[config.mk]
export PLATFORM = sky130hd
export DESIGN_NAME = cpu_clk_ctrl
export DESIGN_NICKNAME = d
export VERILOG_FILES = /design/src/rtl/cpu_clk_ctrl.sv
export SDC_FILE = /design/constraint.sdc
export NUM_CORES = 1
export LEC_CHECK = 0
export CORE_MARGIN = 2
export CORE_UTILIZATION = 52
export DETAILED_ROUTE_END_ITERATION = 10
export PLACE_DENSITY = 0.77
export SYNTH_ARGS = -nofsm -noshare
export SYNTH_HDL_FRONTEND = slang
export SYNTH_SLANG_ARGS = --single-unit
[constraint.sdc]
create_clock -name clk -period 2.35 [get_ports clk]
set_clock_uncertainty 0.2 [all_clocks]
set_input_delay 0.705 -clock clk [delete_from_list [all_inputs] [get_ports clk]]
set_output_delay 0.705 -clock clk [all_outputs]
set_load 0.01 [all_outputs]
[src/rtl/cpu_clk_ctrl.sv]
// cpu_clk_ctrl
// Run/step/halt controller for the single-cycle CPU. Instead of handing the
// CPU a divided clock, it produces a one-cycle clock-enable pulse (cpu_en) on
// the system clock. In RUN the pulse repeats every DIV[freq_cur] cycles. In
// STOP a step button press issues a single pulse. A CPU halt request parks
// the controller in HALT until the run button is pressed again.
//
// Ports
//   clk          system clock; all logic runs on its rising edge
//   rst          synchronous, active-high reset
//   run_btn      debounced level; rising edge toggles run/stop (or leaves HALT)
//   step_btn     debounced level; rising edge issues one cpu_en while stopped
//   halt         CPU halt request (level)
//   freq_sel     period select, sampled on run entry and at each period wrap
//   cpu_en       registered clock-enable pulse to the CPU
//   running      high while in RUN
//   halted       high while in HALT
//   freq_cur     period select currently in effect
//   cycle_count  number of cpu_en pulses issued, wraps modulo 2^32
module cpu_clk_ctrl #(
  parameter int unsigned DIV0 = 1_000_000,
  parameter int unsigned DIV1 = 10_000_000,
  parameter int unsigned DIV2 = 1_000_000,
  parameter int unsigned DIV3 = 100_000
) (
  input  logic        clk,
  input  logic        rst,
  input  logic        run_btn,
  input  logic        step_btn,
  input  logic        halt,
  input  logic [1:0]  freq_sel,
  output logic        cpu_en,
  output logic        running,
  output logic        halted,
  output logic [1:0]  freq_cur,
  output logic [31:0] cycle_count
);

  typedef enum logic [1:0] {
    ST_STOP = 2'd0,
    ST_RUN  = 2'd1,
    ST_HALT = 2'd2
  } state_e;

  state_e      state_q, state_d;
  logic [31:0] cnt_q, cnt_d;
  logic        cpu_en_q, cpu_en_d;
  logic        running_q, running_d;
  logic        halted_q, halted_d;
  logic [1:0]  freq_cur_q, freq_cur_d;
  logic [31:0] cycle_count_q, cycle_count_d;
  logic        run_q, run_d;
  logic        step_q, step_d;

  logic        run_rise;
  logic        step_rise;
  logic [31:0] period_n;
  logic        at_wrap;

  // Button history. Both reset to 1 so a button held through reset is not
  // mistaken for a fresh press.
  assign run_d     = run_btn;
  assign step_d    = step_btn;
  assign run_rise  = run_btn & ~run_q;
  assign step_rise = step_btn & ~step_q;

  // Period of the select currently in effect; freq_sel only reaches this
  // through freq_cur, so a mid-period change waits for the next wrap.
  always_comb begin
    case (freq_cur_q)
      2'd0:    period_n = 32'(DIV0);
      2'd1:    period_n = 32'(DIV1);
      2'd2:    period_n = 32'(DIV2);
      default: period_n = 32'(DIV3);
    endcase
  end

  assign at_wrap = (cnt_q == period_n - 32'd1);

  // Next-state and next-output logic.
  // NOTE: every signal gets a default before the case so no path leaves it
  // unassigned, which would otherwise infer a latch.
  always_comb begin
    state_d       = state_q;
    cnt_d         = cnt_q;
    cpu_en_d      = 1'b0;
    freq_cur_d    = freq_cur_q;
    cycle_count_d = cycle_count_q;

    case (state_q)
      ST_STOP: begin
        if (run_rise) begin
          // Run beats a simultaneous step; the step is simply dropped.
          state_d    = ST_RUN;
          cnt_d      = 32'd0;
          freq_cur_d = freq_sel;
        end else if (step_rise && !halt) begin
          cpu_en_d      = 1'b1;
          cycle_count_d = cycle_count_q + 32'd1;
        end
      end

      ST_RUN: begin
        if (halt) begin
          // Halt beats a tick due on this same edge.
          state_d = ST_HALT;
        end else if (run_rise) begin
          state_d = ST_STOP;
        end else if (at_wrap) begin
          cnt_d         = 32'd0;
          cpu_en_d      = 1'b1;
          freq_cur_d    = freq_sel;
          cycle_count_d = cycle_count_q + 32'd1;
        end else begin
          cnt_d = cnt_q + 32'd1;
        end
      end

      ST_HALT: begin
        if (run_rise) begin
          state_d = ST_STOP;
        end
      end

      default: begin
        state_d = ST_STOP;
      end
    endcase

    // Status outputs are decoded from the next state so they are registered
    // alongside it and carry no combinational path from the inputs.
    running_d = (state_d == ST_RUN);
    halted_d  = (state_d == ST_HALT);
  end

  // NOTE: sequential state uses non-blocking assignments so every flop
  // samples the pre-edge values regardless of statement order.
  always_ff @(posedge clk) begin
    if (rst) begin
      state_q       <= ST_STOP;
      cnt_q         <= 32'd0;
      cpu_en_q      <= 1'b0;
      running_q     <= 1'b0;
      halted_q      <= 1'b0;
      freq_cur_q    <= 2'd0;
      cycle_count_q <= 32'd0;
      run_q         <= 1'b1;
      step_q        <= 1'b1;
    end else begin
      state_q       <= state_d;
      cnt_q         <= cnt_d;
      cpu_en_q      <= cpu_en_d;
      running_q     <= running_d;
      halted_q      <= halted_d;
      freq_cur_q    <= freq_cur_d;
      cycle_count_q <= cycle_count_d;
      run_q         <= run_d;
      step_q        <= step_d;
    end
  end

  assign cpu_en      = cpu_en_q;
  assign running     = running_q;
  assign halted      = halted_q;
  assign freq_cur    = freq_cur_q;
  assign cycle_count = cycle_count_q;

endmodule

==> flow_summary.json <==
{
  "status": "complete, but fails checks",
  "failed_checks": "setup timing",
  "clk_buf_depth": 2,
  "finalWorstSetupSlack_ns": -0.225,
  "reg2reg_to": "cycle_count[31]$_SDFFE_PP0P_",
  "synthesis.yosys.warnings": 0,
  "post_route_cells_drive_above_1_share_pct": 36.2,
  "ioPinCount": 44,
  "die_width_um": 94.6,
  "setup.reg_to_reg.worst_slack_ns": -0.23,
  "worst_setup_hold_path_clk_slew_ns": 0.09,
  "gp_routability_congestion": 0.932,
  "p_sw_share_pct": 25.8,
  "intPower_mw": 1.94,
  "worstSetupPathType": "reg2reg",
  "grt_start_max_net_pins": 36,
  "post_synth_xor_area_fraction_pct": 4.30,
  "finalNetCount": 650,
  "timing.critical_path.fanout_max": 6,
  "cts_max_level": 3,
  "start_util_pct": 52.8,
  "finalCritPeriodShare_pct": 110,
  "pwr-share-comb_pct": 8.8,
  "postSynthRegisterBits": 73,
  "worst_setup_path_endpoint": "cycle_count[31]$_SDFFE_PP0P_",
  "fin_total_pwr_mw": 2.62,
  "via_per_inst": 6.50,
  "sink_count_of_the_clock_tree": 73,
  "mappedNetlistNets": 521,
  "synth_flop_cell": "sky130_fd_sc_hd__dfxtp_1",
  "synth_top_area_share_pct": 34.2,
  "synth-edff-count": 0,
  "ys_types": 63,
  "main_combinational_cell_family_by_area_after_synthesis": "simple AND/OR/NAND/NOR gates",
  "die_h_um": 94.6,
  "drt_pass1_iterations": 6,
  "place.port_buffers": 43,
  "power.density_cell_area_nw_per_um2": 410,
  "flow.area_growth_from_synthesis_pct": 49.5,
  "globalRoute.totalOverflow": 0,
  "cts_tree": "yes",
  "worst_setup_path_end_kind": "flip-flop",
  "maxCapViolations": 0,
  "p_clk_share_pct": 43.4,
  "timing.slew.headroom_pct": 65.3,
  "synthesis.instances": 512,
  "synth_compound_gate_area_share_pct": 11.7,
  "synth.mux.area_fraction_pct": 7.70,
  "period_needed_ns": 2.58,
  "grt_pass1_vias": 4256,
  "gr-usage-all-layers_pct": 28.0,
  "peakVddDrop_uv": 292,
  "first_pass_grt_wire_length_um": 20000,
  "cts_root_buf": "sky130_fd_sc_hd__clkbuf_8",
  "placed_cells_incl_taps": 716,
  "antenna_found_initial": 0,
  "drt_drc_violations_left": 0,
  "post_synth_instance_area_um2": 4270,
  "layout_common_cells": "sky130_fd_sc_hd__buf_4, sky130_fd_sc_hd__nor2_1, sky130_fd_sc_hd__dfxtp_1, sky130_fd_sc_hd__clkdlybuf4s50_1, sky130_fd_sc_hd__nand2_1",
  "cp.required_ns": 2.42,
  "startpoint": "freq_cur[0]$_SDFFE_PP0P_",
  "synth_adder_area_share_pct": 0.586,
  "post_cts_hold_buffer_count": 0,
  "seq_power_share_pct": 47.8,
  "rsz_0062_raised_after_global_routing": "true",
  "fp.coreArea_um2": 8090,
  "timing.final.max_slew_violations": 0,
  "max_slew.worst_pin.slew_ns": 0.515,
  "synth-seq-area-share_pct": 34.2,
  "timing.fmax_ghz": 0.388,
  "worst_reg2reg_path_depth": 7,
  "critical_path_arrival_ns": 2.64,
  "netlist_top_cells_area": "sky130_fd_sc_hd__dfxtp_1, sky130_fd_sc_hd__nor2_1, sky130_fd_sc_hd__nor2b_1",
  "number_of_placement_rows": 33,
  "layoutNonFillerInstCount": 751,
  "worstSkewPairLatency_ns": 0.38,
  "finalWirelength_um": 15500,
  "dpl.hpwl_um": 8340,
  "die_area_um2": 8960,
  "wire_per_inst_um": 20.6,
  "detail-route-antenna-nets": 0,
  "total_leakage_power_nw": 2.41,
  "final_hold_viol_count": 0,
  "syn-mean-instance-area_um2": 8.35,
  "layout_commonest_cell": "sky130_fd_sc_hd__buf_4",
  "worstReg2RegStart": "freq_cur[0]$_SDFFE_PP0P_",
  "timing.final.setup_violations": 46,
  "n_antenna_cell": 0,
  "drt_iter0_drc": 601,
  "cts-buffers-inserted": 9,
  "worstSetupStartpointType": "flip-flop",
  "worst_hold_path_type": "reg2reg",
  "yosys.area.top_type": "sky130_fd_sc_hd__dfxtp_1",
  "routed-via-count": 4885,
  "power_switching_mw": 0.674,
  "share_of_flip_flops_with_an_asynchronous_set_or_reset_pct": 0,
  "synthSimpleGateAreaFrac_pct": 37.7
}
==> power groups by stage <==
stage               Clock [mW]  Combinational, mW  Sequential (mW)
detailed placement           0              0.164             1.28
finish                    1.14              0.230             1.25
floorplan                    0             0.0832             1.28
CTS                       1.11              0.173             1.25
global placement             0              0.159             1.28
global route              1.17              0.240             1.25
==> final cells by class <==
cell class	instances	area (µm²)
repair buffers	146	1350
clock buffers	9	124
clock inverters	7	95.1
inverters	6	22.5
multi-input cells	405	3190
fillers	456	1700
flip-flops and latches	73	1480
well taps	105	131
==> what timing repair did <==
item,in CTS,in global routing
gates cloned,1,3
pin swaps,14,38
setup buffers,9,7
resized for setup,34,107
setup endpoints to repair,62,63
==> cells by family after synthesis <==
kind of cell / Yosys count
simple gates: 281
buf+inv: 34
xor+xnor: 21
flops: 73
fa+ha+maj: 2
mux: 30
compound gates: 71
==> routing by layer <==
| metal | GRT usage (%) | part of all wire [%] |
|---|---|---|
| met4 | 11.7 | 5.3 |
| met5 | 0 | 0 |
| met2 | 45.2 | 47 |
| met1 | 37.4 | 39 |
| met3 | 4.47 | 9.3 |
==> synth_stat cells, drive strengths merged (6+ instances only) <==
cell type   n
a21oi      32
and2        7
and3       19
and4       10
buf        13
clkbuf     15
dfxtp      73
inv         6
mux2       23
mux2i       7
nand2      36
nand2b      6
nand3      33
nand4      23
nor2       70
nor2b      28
nor3        9
nor4       18
o211ai      6
o21ai       7
xnor2      11
xor2       10
==> worst min-delay path by stage <==
stage,startpoint,end,depth (start not counted),slack (ns)
3_3_place_gp,freq_cur[1]$_SDFFE_PP0P_,freq_cur[1]$_SDFFE_PP0P_,2,0.29
3_5_place_dp,cycle_count[1]$_SDFFE_PP0P_,cycle_count[1]$_SDFFE_PP0P_,2,0.30
5_1_grt,freq_cur[1]$_SDFFE_PP0P_,freq_cur[1]$_SDFFE_PP0P_,2,0.35
6_report,freq_cur[1]$_SDFFE_PP0P_,freq_cur[1]$_SDFFE_PP0P_,2,0.31
2_1_floorplan,cnt_q[1]$_SDFFE_PP0P_,cnt_q[1]$_SDFFE_PP0P_,2,0.26
4_1_cts,freq_cur[1]$_SDFFE_PP0P_,freq_cur[1]$_SDFFE_PP0P_,2,0.29
==> sequential cells by signal, summed over array words and instances (netlist names) <==
name,count
state_q,2
cycle_count,32
step_q,1
running,1
freq_cur,2
cpu_en,1
halted,1
cnt_q,32
run_q,1
==> through the flow <==
stage | util (%) | setup WS [ns] | cell area [µm²] | hold WS, ns | setup TNS, ns
floorplan | - | 0.00977 | 4280 | 0.265 | 0
global placement | 66.7 | -0.577 | 5400 | 0.294 | -27.31
detailed placement | 66.7 | -0.623 | 5400 | 0.299 | -31.76
CTS | 71.9 | -0.00899 | 5820 | 0.288 | -0.0121
global route | 78.9 | -0.297 | 6390 | 0.352 | -8.00
finish | 78.9 | -0.225 | 6390 | 0.311 | -3.54
==> worst max-delay path, cell delays in order, from the launching register on <==
cell and delay [ns]:
sky130_fd_sc_hd__dfxtp_4 0.38, sky130_fd_sc_hd__nor4b_4 0.33, sky130_fd_sc_hd__o211ai_1 0.19, sky130_fd_sc_hd__nor4_4 0.42, sky130_fd_sc_hd__nand3_4 0.21, sky130_fd_sc_hd__buf_4 0.19, sky130_fd_sc_hd__a21oi_1 0.21, sky130_fd_sc_hd__mux2_1 0.35
No activity file was read; power rests on OpenSTA's default activity.
